File: config.mk
export PLATFORM = sky130hd
export DESIGN_NAME = crc8_frame_ctrl
export DESIGN_NICKNAME = d
export VERILOG_FILES = /design/src/rtl/crc8_frame_pkg.sv /design/src/rtl/crc_8.sv /design/src/rtl/crc8_frame_ctrl.sv
export SDC_FILE = /design/constraint.sdc
export NUM_CORES = 1
export LEC_CHECK = 0
export ABC_AREA = 0
export BUFFER_PORTS_ARGS = -buffer_cell sky130_fd_sc_hd__buf_4
export CAP_MARGIN = 20
export CORE_UTILIZATION = 60
export DETAILED_ROUTE_END_ITERATION = 6
export PLACE_DENSITY = 0.84
export SETUP_SLACK_MARGIN = 0.02
export SYNTH_ARGS = -nofsm -noshare
export SYNTH_HDL_FRONTEND = slang
export SYNTH_SLANG_ARGS = --single-unit
File: constraint.sdc
create_clock -name clk -period 6.3 [get_ports clk]
set_input_delay 0.315 -clock clk [delete_from_list [all_inputs] [get_ports clk]]
set_output_delay 0.315 -clock clk [all_outputs]
set_load 0.005 [all_outputs]
File: src/rtl/crc8_frame_pkg.sv
// Shared definitions for the CRC-8 frame sequencer.
//   FRAME_BYTES      payload bytes collected per frame
//   WORD_W           width of the packed word fed to crc_8
//   FRAME_OUT_BYTES  bytes streamed downstream per frame (payload + CRC)
//   state_e          sequencer states
package crc8_frame_pkg;

  localparam int unsigned FRAME_BYTES     = 10;
  localparam int unsigned WORD_W          = 80;
  localparam int unsigned FRAME_OUT_BYTES = 11;

  typedef enum logic [1:0] {
    COLLECT,
    CALC,
    SEND
  } state_e;

endpackage

File: src/rtl/crc_8.sv
// 80-bit CRC-8 engine: registers the CRC of Data when crc_en is high.
// Generator x^8+1, init FF, final invert; for an 80-bit word this reduces
// to the XOR of the ten bytes.
//   clk      system clock, rising edge
//   crc_en   load strobe; crc_out updates on the next edge
//   Data     80-bit message, first byte in [79:72]
//   crc_out  registered CRC byte (no reset; only read after a load)
module crc_8
  import crc8_frame_pkg::*;
(
  input  logic              clk,
  input  logic              crc_en,
  input  logic [WORD_W-1:0] Data,
  output logic [7:0]        crc_out
);

  localparam logic [7:0] POLY = 8'h01;

  logic [7:0] crc_q;
  logic [7:0] crc_d;

  function automatic logic [7:0] crc_calc(input logic [WORD_W-1:0] d);
    logic [7:0] c;
    logic       fb;
    c = 8'hFF;
    for (int unsigned i = 0; i < WORD_W; i++) begin
      fb = c[7] ^ d[WORD_W-1-i];
      c  = {c[6:0], 1'b0} ^ (fb ? POLY : 8'h00);
    end
    return ~c;
  endfunction

  always_comb begin
    crc_d = crc_q;
    if (crc_en) crc_d = crc_calc(Data);
  end

  always_ff @(posedge clk) begin
    crc_q <= crc_d;
  end

  assign crc_out = crc_q;

endmodule

File: src/rtl/crc8_frame_ctrl.sv
// Frame sequencer around crc_8: collects 10 payload bytes, computes the CRC
// in one cycle, then streams the 10 bytes plus the CRC byte downstream.
// A partial frame stalled for TIMEOUT_CYC idle cycles is discarded.
//   clk, rst     clock (rising edge), asynchronous active-high reset
//   in_valid/in_ready/in_data     upstream byte stream
//   out_valid/out_ready/out_data  downstream byte stream, out_last on CRC byte
//   busy         high unless idle in COLLECT with no bytes held
//   err_timeout  one-cycle pulse when a partial frame is discarded
//   frame_cnt    wrapping count of fully sent frames
module crc8_frame_ctrl
  import crc8_frame_pkg::*;
#(
  parameter int unsigned TIMEOUT_CYC = 1000,
  parameter int unsigned CNT_W       = 16
) (
  input  logic             clk,
  input  logic             rst,
  input  logic             in_valid,
  output logic             in_ready,
  input  logic [7:0]       in_data,
  output logic             out_valid,
  input  logic             out_ready,
  output logic [7:0]       out_data,
  output logic             out_last,
  output logic             busy,
  output logic             err_timeout,
  output logic [CNT_W-1:0] frame_cnt
);

  localparam bit          TO_EN   = (TIMEOUT_CYC > 0);
  localparam int unsigned TO_W    = (TIMEOUT_CYC > 1) ? $clog2(TIMEOUT_CYC) : 1;
  localparam int unsigned TO_LAST = (TIMEOUT_CYC > 0) ? TIMEOUT_CYC - 1 : 0;

  state_e              state_q, state_d;
  logic [3:0]          byte_cnt_q, byte_cnt_d;
  logic [3:0]          idx_q, idx_d;
  logic [WORD_W-1:0]   data_q, data_d;
  logic [TO_W-1:0]     to_cnt_q, to_cnt_d;
  logic                err_q, err_d;
  logic [CNT_W-1:0]    frame_cnt_q, frame_cnt_d;

  logic                crc_en;
  logic [7:0]          crc_out;
  logic                in_xfer;
  logic                out_xfer;
  logic [3:0]          sel;
  logic [WORD_W-1:0]   word_shift;

  crc_8 u_crc (
    .clk    (clk),
    .crc_en (crc_en),
    .Data   (data_q),
    .crc_out(crc_out)
  );

  assign in_xfer  = in_valid & in_ready;
  assign out_xfer = out_valid & out_ready;

  // State register
  always_ff @(posedge clk or posedge rst) begin
    if (rst) state_q <= COLLECT;
    else     state_q <= state_d;
  end

  // Next-state logic
  always_comb begin
    state_d = state_q;
    case (state_q)
      COLLECT: if (in_xfer && byte_cnt_q == 4'(FRAME_BYTES - 1)) state_d = CALC;
      CALC:    state_d = SEND;
      SEND:    if (out_xfer && idx_q == 4'(FRAME_OUT_BYTES - 1)) state_d = COLLECT;
      default: state_d = COLLECT;
    endcase
  end

  // Output logic; payload bytes are read in place from the packed word
  always_comb begin
    in_ready   = (state_q == COLLECT);
    out_valid  = (state_q == SEND);
    crc_en     = (state_q == CALC);
    out_last   = (state_q == SEND) && (idx_q == 4'(FRAME_OUT_BYTES - 1));
    busy       = !((state_q == COLLECT) && (byte_cnt_q == '0));
    sel        = (idx_q < 4'(FRAME_BYTES)) ? idx_q : '0;
    word_shift = data_q << {sel, 3'b000};
    out_data   = '0;
    if (state_q == SEND) begin
      out_data = (idx_q < 4'(FRAME_BYTES)) ? word_shift[WORD_W-1 -: 8] : crc_out;
    end
  end

  // Datapath: byte packing, stall timeout, send index, frame counter
  always_comb begin
    byte_cnt_d  = byte_cnt_q;
    idx_d       = idx_q;
    data_d      = data_q;
    to_cnt_d    = to_cnt_q;
    err_d       = 1'b0;
    frame_cnt_d = frame_cnt_q;
    case (state_q)
      COLLECT: begin
        if (in_xfer) begin
          data_d     = {data_q[WORD_W-9:0], in_data};
          to_cnt_d   = '0;
          byte_cnt_d = (byte_cnt_q == 4'(FRAME_BYTES - 1)) ? '0 : byte_cnt_q + 1'b1;
        end else if (TO_EN && byte_cnt_q != '0) begin
          // A transfer in the expiry cycle takes the branch above instead.
          if (to_cnt_q == TO_W'(TO_LAST)) begin
            byte_cnt_d = '0;
            to_cnt_d   = '0;
            err_d      = 1'b1;
          end else begin
            to_cnt_d = to_cnt_q + 1'b1;
          end
        end
      end
      SEND: begin
        if (out_xfer) begin
          if (idx_q == 4'(FRAME_OUT_BYTES - 1)) begin
            idx_d       = '0;
            frame_cnt_d = frame_cnt_q + 1'b1;
          end else begin
            idx_d = idx_q + 1'b1;
          end
        end
      end
      default: ;
    endcase
  end

  always_ff @(posedge clk or posedge rst) begin
    if (rst) begin
      byte_cnt_q  <= '0;
      idx_q       <= '0;
      data_q      <= '0;
      to_cnt_q    <= '0;
      err_q       <= 1'b0;
      frame_cnt_q <= '0;
    end else begin
      byte_cnt_q  <= byte_cnt_d;
      idx_q       <= idx_d;
      data_q      <= data_d;
      to_cnt_q    <= to_cnt_d;
      err_q       <= err_d;
      frame_cnt_q <= frame_cnt_d;
    end
  end

  assign err_timeout = err_q;
  assign frame_cnt   = frame_cnt_q;

endmodule

==> metrics.txt <==
IO buf count 40; Yosys top cell area share 43.70%; CTS Buf Count 17; # IOs 41; pin count of the biggest net entering global routing 85; Antenna Nets Post-Route 0; Max Cap Violations 0; peak supply drop 0.2677 mV; DR iter-0 viols 483; syn_nets 749; clk_skew 0.007264 ns; sequential area share after synthesis 47.28%; Worst Tran Pin Value 0.9455 ns; DPL Wire Length 9541 um; Die Area 11590 sq um; Final period util 50.46%; CTS tree done; drt drc 0; Initial Util 61.81%; GR peak layer met2; GRT overflow 0; Max Buffers Root-to-Sink 2; Fill cells 775; FF+latch count, synth 125; Synth cell types 61; Worst setup SP type flip-flop; Hold WS 0.02663 ns; area delta synth->final 14.38%; CTS clk-pin slew, worst paths 0.06 ns; cell row count 38; synth warn 0; asr flop ratio synth 93.60%; Req. time, crit path 5.98 ns; Reg2Reg Depth 6; iteration count of the initial detailed-routing pass 5; minimum clock period after layout 3.179 ns; final total power 4016 uW; Pwr per Cell Area 524.0 nW/um^2; fmax 314.6 MHz; Leak Pwr 0.003661 uW; Slew Viols, Final 0; Avg Synthesized Cell Area 9.153 sq um; combinational fraction of design power 41.5%; non-filler instance count after layout 920; Final Hold Vio Count 0; unrepaired setup endpoints after global routing no; Worst Path Arrival 2.86 ns; Psw 1561 uW; CTS Sinks 125; DP Cell Count 877; Sw Ratio 38.86%; met3 usage 7.082%; Int Power 2455 uW; Post-Syn Area 6700 sq um; met2 usage 46.38%; TNS Setup 0 ns; hold buffers post-CTS 9; clock root cell clkbuf_8; Hold Path Stages 2; Post-Route WL 15460 um; ys flop type dfrtp_1; initial antenna violation count 0; first-pass GRT wire length 24790 um; Final nets 784; Mapped Cells 732; Setup violations, final 0; EDFF count, synth 8; total core area 10840 sq um; status complete, no violations; Setup crit end kind primary output; cell taking the most area after synthesis dfrtp_1; routed len/inst 16.80 um; layout cell share with drive strength beyond 1 12.95%; # H-tree levels 4; Worst Hold Class in2reg; gpl congestion 0.8725; # resized after CTS 0; Via density 5.790; Worst slew margin 36.96%; Reg power frac 36.4%; Die Height 107.7 um; met1 usage 35.17%; Clk pwr share 22.1%; Ant. Diodes 0; critical path fanouts, max 28; vias in the first global route 5101; All-Layer GR Usage 28.13%; top post-synthesis cells by area dfrtp_1 44%, nand2_1 16%, xnor2_1 11%; worst skew pair latency 0.53 ns; crit path kind reg2out; via count 5327; die width 107.7 um; Post-CTS Setup Bufs 0
## registers in the layout, summed over array words and instances (netlist names)
signal,cells
state_q,2
to_cnt_q,10
byte_cnt_q,4
data_q,80
u_crc.crc_out,8
frame_cnt,16
idx_q,4
err_timeout,1
## worst max-delay path, stage by stage (launching register included)
cell and delay (ns):
dfrtp_1 0.73, a21boi_4 0.60, mux2_2 0.39, a311oi_1 0.26, o311a_1 0.22, buf_4 0.12
## cells by family after synthesis
logic type	share of synthesized area [%]
AO/OA/AOI/OAI	6.984
flip-flops	47.28
XOR/XNOR	12.42
adder cells (fa/ha/maj)	0.9337
buffers and inverters	3.697
multiplexers	3.977
AND/OR/NAND/NOR	24.71
## area by class of cell
| type | count | area, sq um | share of cell area, % |
|---|---|---|---|
| repair buffers | 56 | 450.4 | 5.878 |
| flip-flops and latches | 125 | 3168 | 41.34 |
| multi-input cells | 557 | 3292 | 42.96 |
| inverters | 10 | 41.29 | 0.5388 |
| clock buffers | 25 | 474.2 | 6.188 |
| well taps | 140 | 175.2 | 2.286 |
| clock inverters | 7 | 62.56 | 0.8163 |
## layer usage
layer | vias up | wire (um)
met5 | - | 0
met4 | 0 | 385
met3 | 39 | 999
met2 | 213 | 7760
met1 | 2591 | 6315
li1 | 2484 | -
## power by group through the flow
stage | clock [uW] | sequential (uW) | combinational, uW
after floorplan | 0 | 1330 | 1410
after global placement | 0 | 1440 | 1550
after detailed placement | 0 | 1460 | 1630
after CTS | 899 | 1450 | 1650
after global routing | 937 | 1500 | 1820
final | 888 | 1460 | 1670
## metrics by stage
stage	util [%]	worst slack, ns	instance area [sq um]
after floorplan	-	2.884	6700
after global placement	64.70	3.789	7014
after detailed placement	64.70	3.727	7014
after CTS	70.49	3.153	7641
after global routing	70.69	2.999	7664
final	70.69	3.121	7664
## synth_stat cells, types with 2 or more instances
cell and number:
a221oi_1 5, inv_1 9, nor3b_1 2, buf_6 3
ha_1 5, mux4_2 2, buf_2 17, o21ai_0 13
nand2b_4 2, and3b_1 2, xor2_1 13, dfrtp_1 117
nor4_4 2, nor3_1 4, clkbuf_1 14, or2_2 2
and2_1 3, o211ai_1 8, o311a_1 7, and4_1 2
mux2_2 5, a211oi_1 3, nor4_1 5, nor2b_1 2
buf_4 4, a311oi_1 7, a21oi_1 7, xnor2_1 82
nand3_1 17, edfxtp_1 8, or3_1 5, nand2_1 282
buf_1 2, nand4_1 8, nor2_1 23, mux2i_1 15
## final timing paths
path	from	to	slack, ns
max	idx_q[3]$_DFFE_PP0P_	out_data[2]	3.12
min	in_valid	err_timeout$_DFF_PP0_	0.03
max reg2reg	state_q[1]$_DFFE_PP0P_	byte_cnt_q[2]$_DFFE_PP0P_	3.65
min reg2reg	frame_cnt[15]$_DFFE_PP0P_	frame_cnt[15]$_DFFE_PP0P_	0.47
max in group asynchronous	rst	frame_cnt[12]$_DFFE_PP0P_	4.58
min in group asynchronous	rst	data_q[64]$_DFFE_PP0P_	0.41
## cell usage in the layout, fill, tap and decap left out, drive strengths merged, types with 9 or more instances in the layout
| master | Yosys | final |
|---|---|---|
| nand2 | 282 | 282 |
| dfrtp | 117 | 117 |
| xnor2 | 82 | 82 |
| buf | 26 | 47 |
| clkbuf | 14 | 25 |
| nor2 | 23 | 23 |
| nand3 | 17 | 17 |
| mux2i | 15 | 15 |
| xor2 | 13 | 13 |
| o21ai | 13 | 13 |
| dlygate4sd3 | 0 | 9 |
| inv | 9 | 9 |
(Power assumes the default switching activity.)
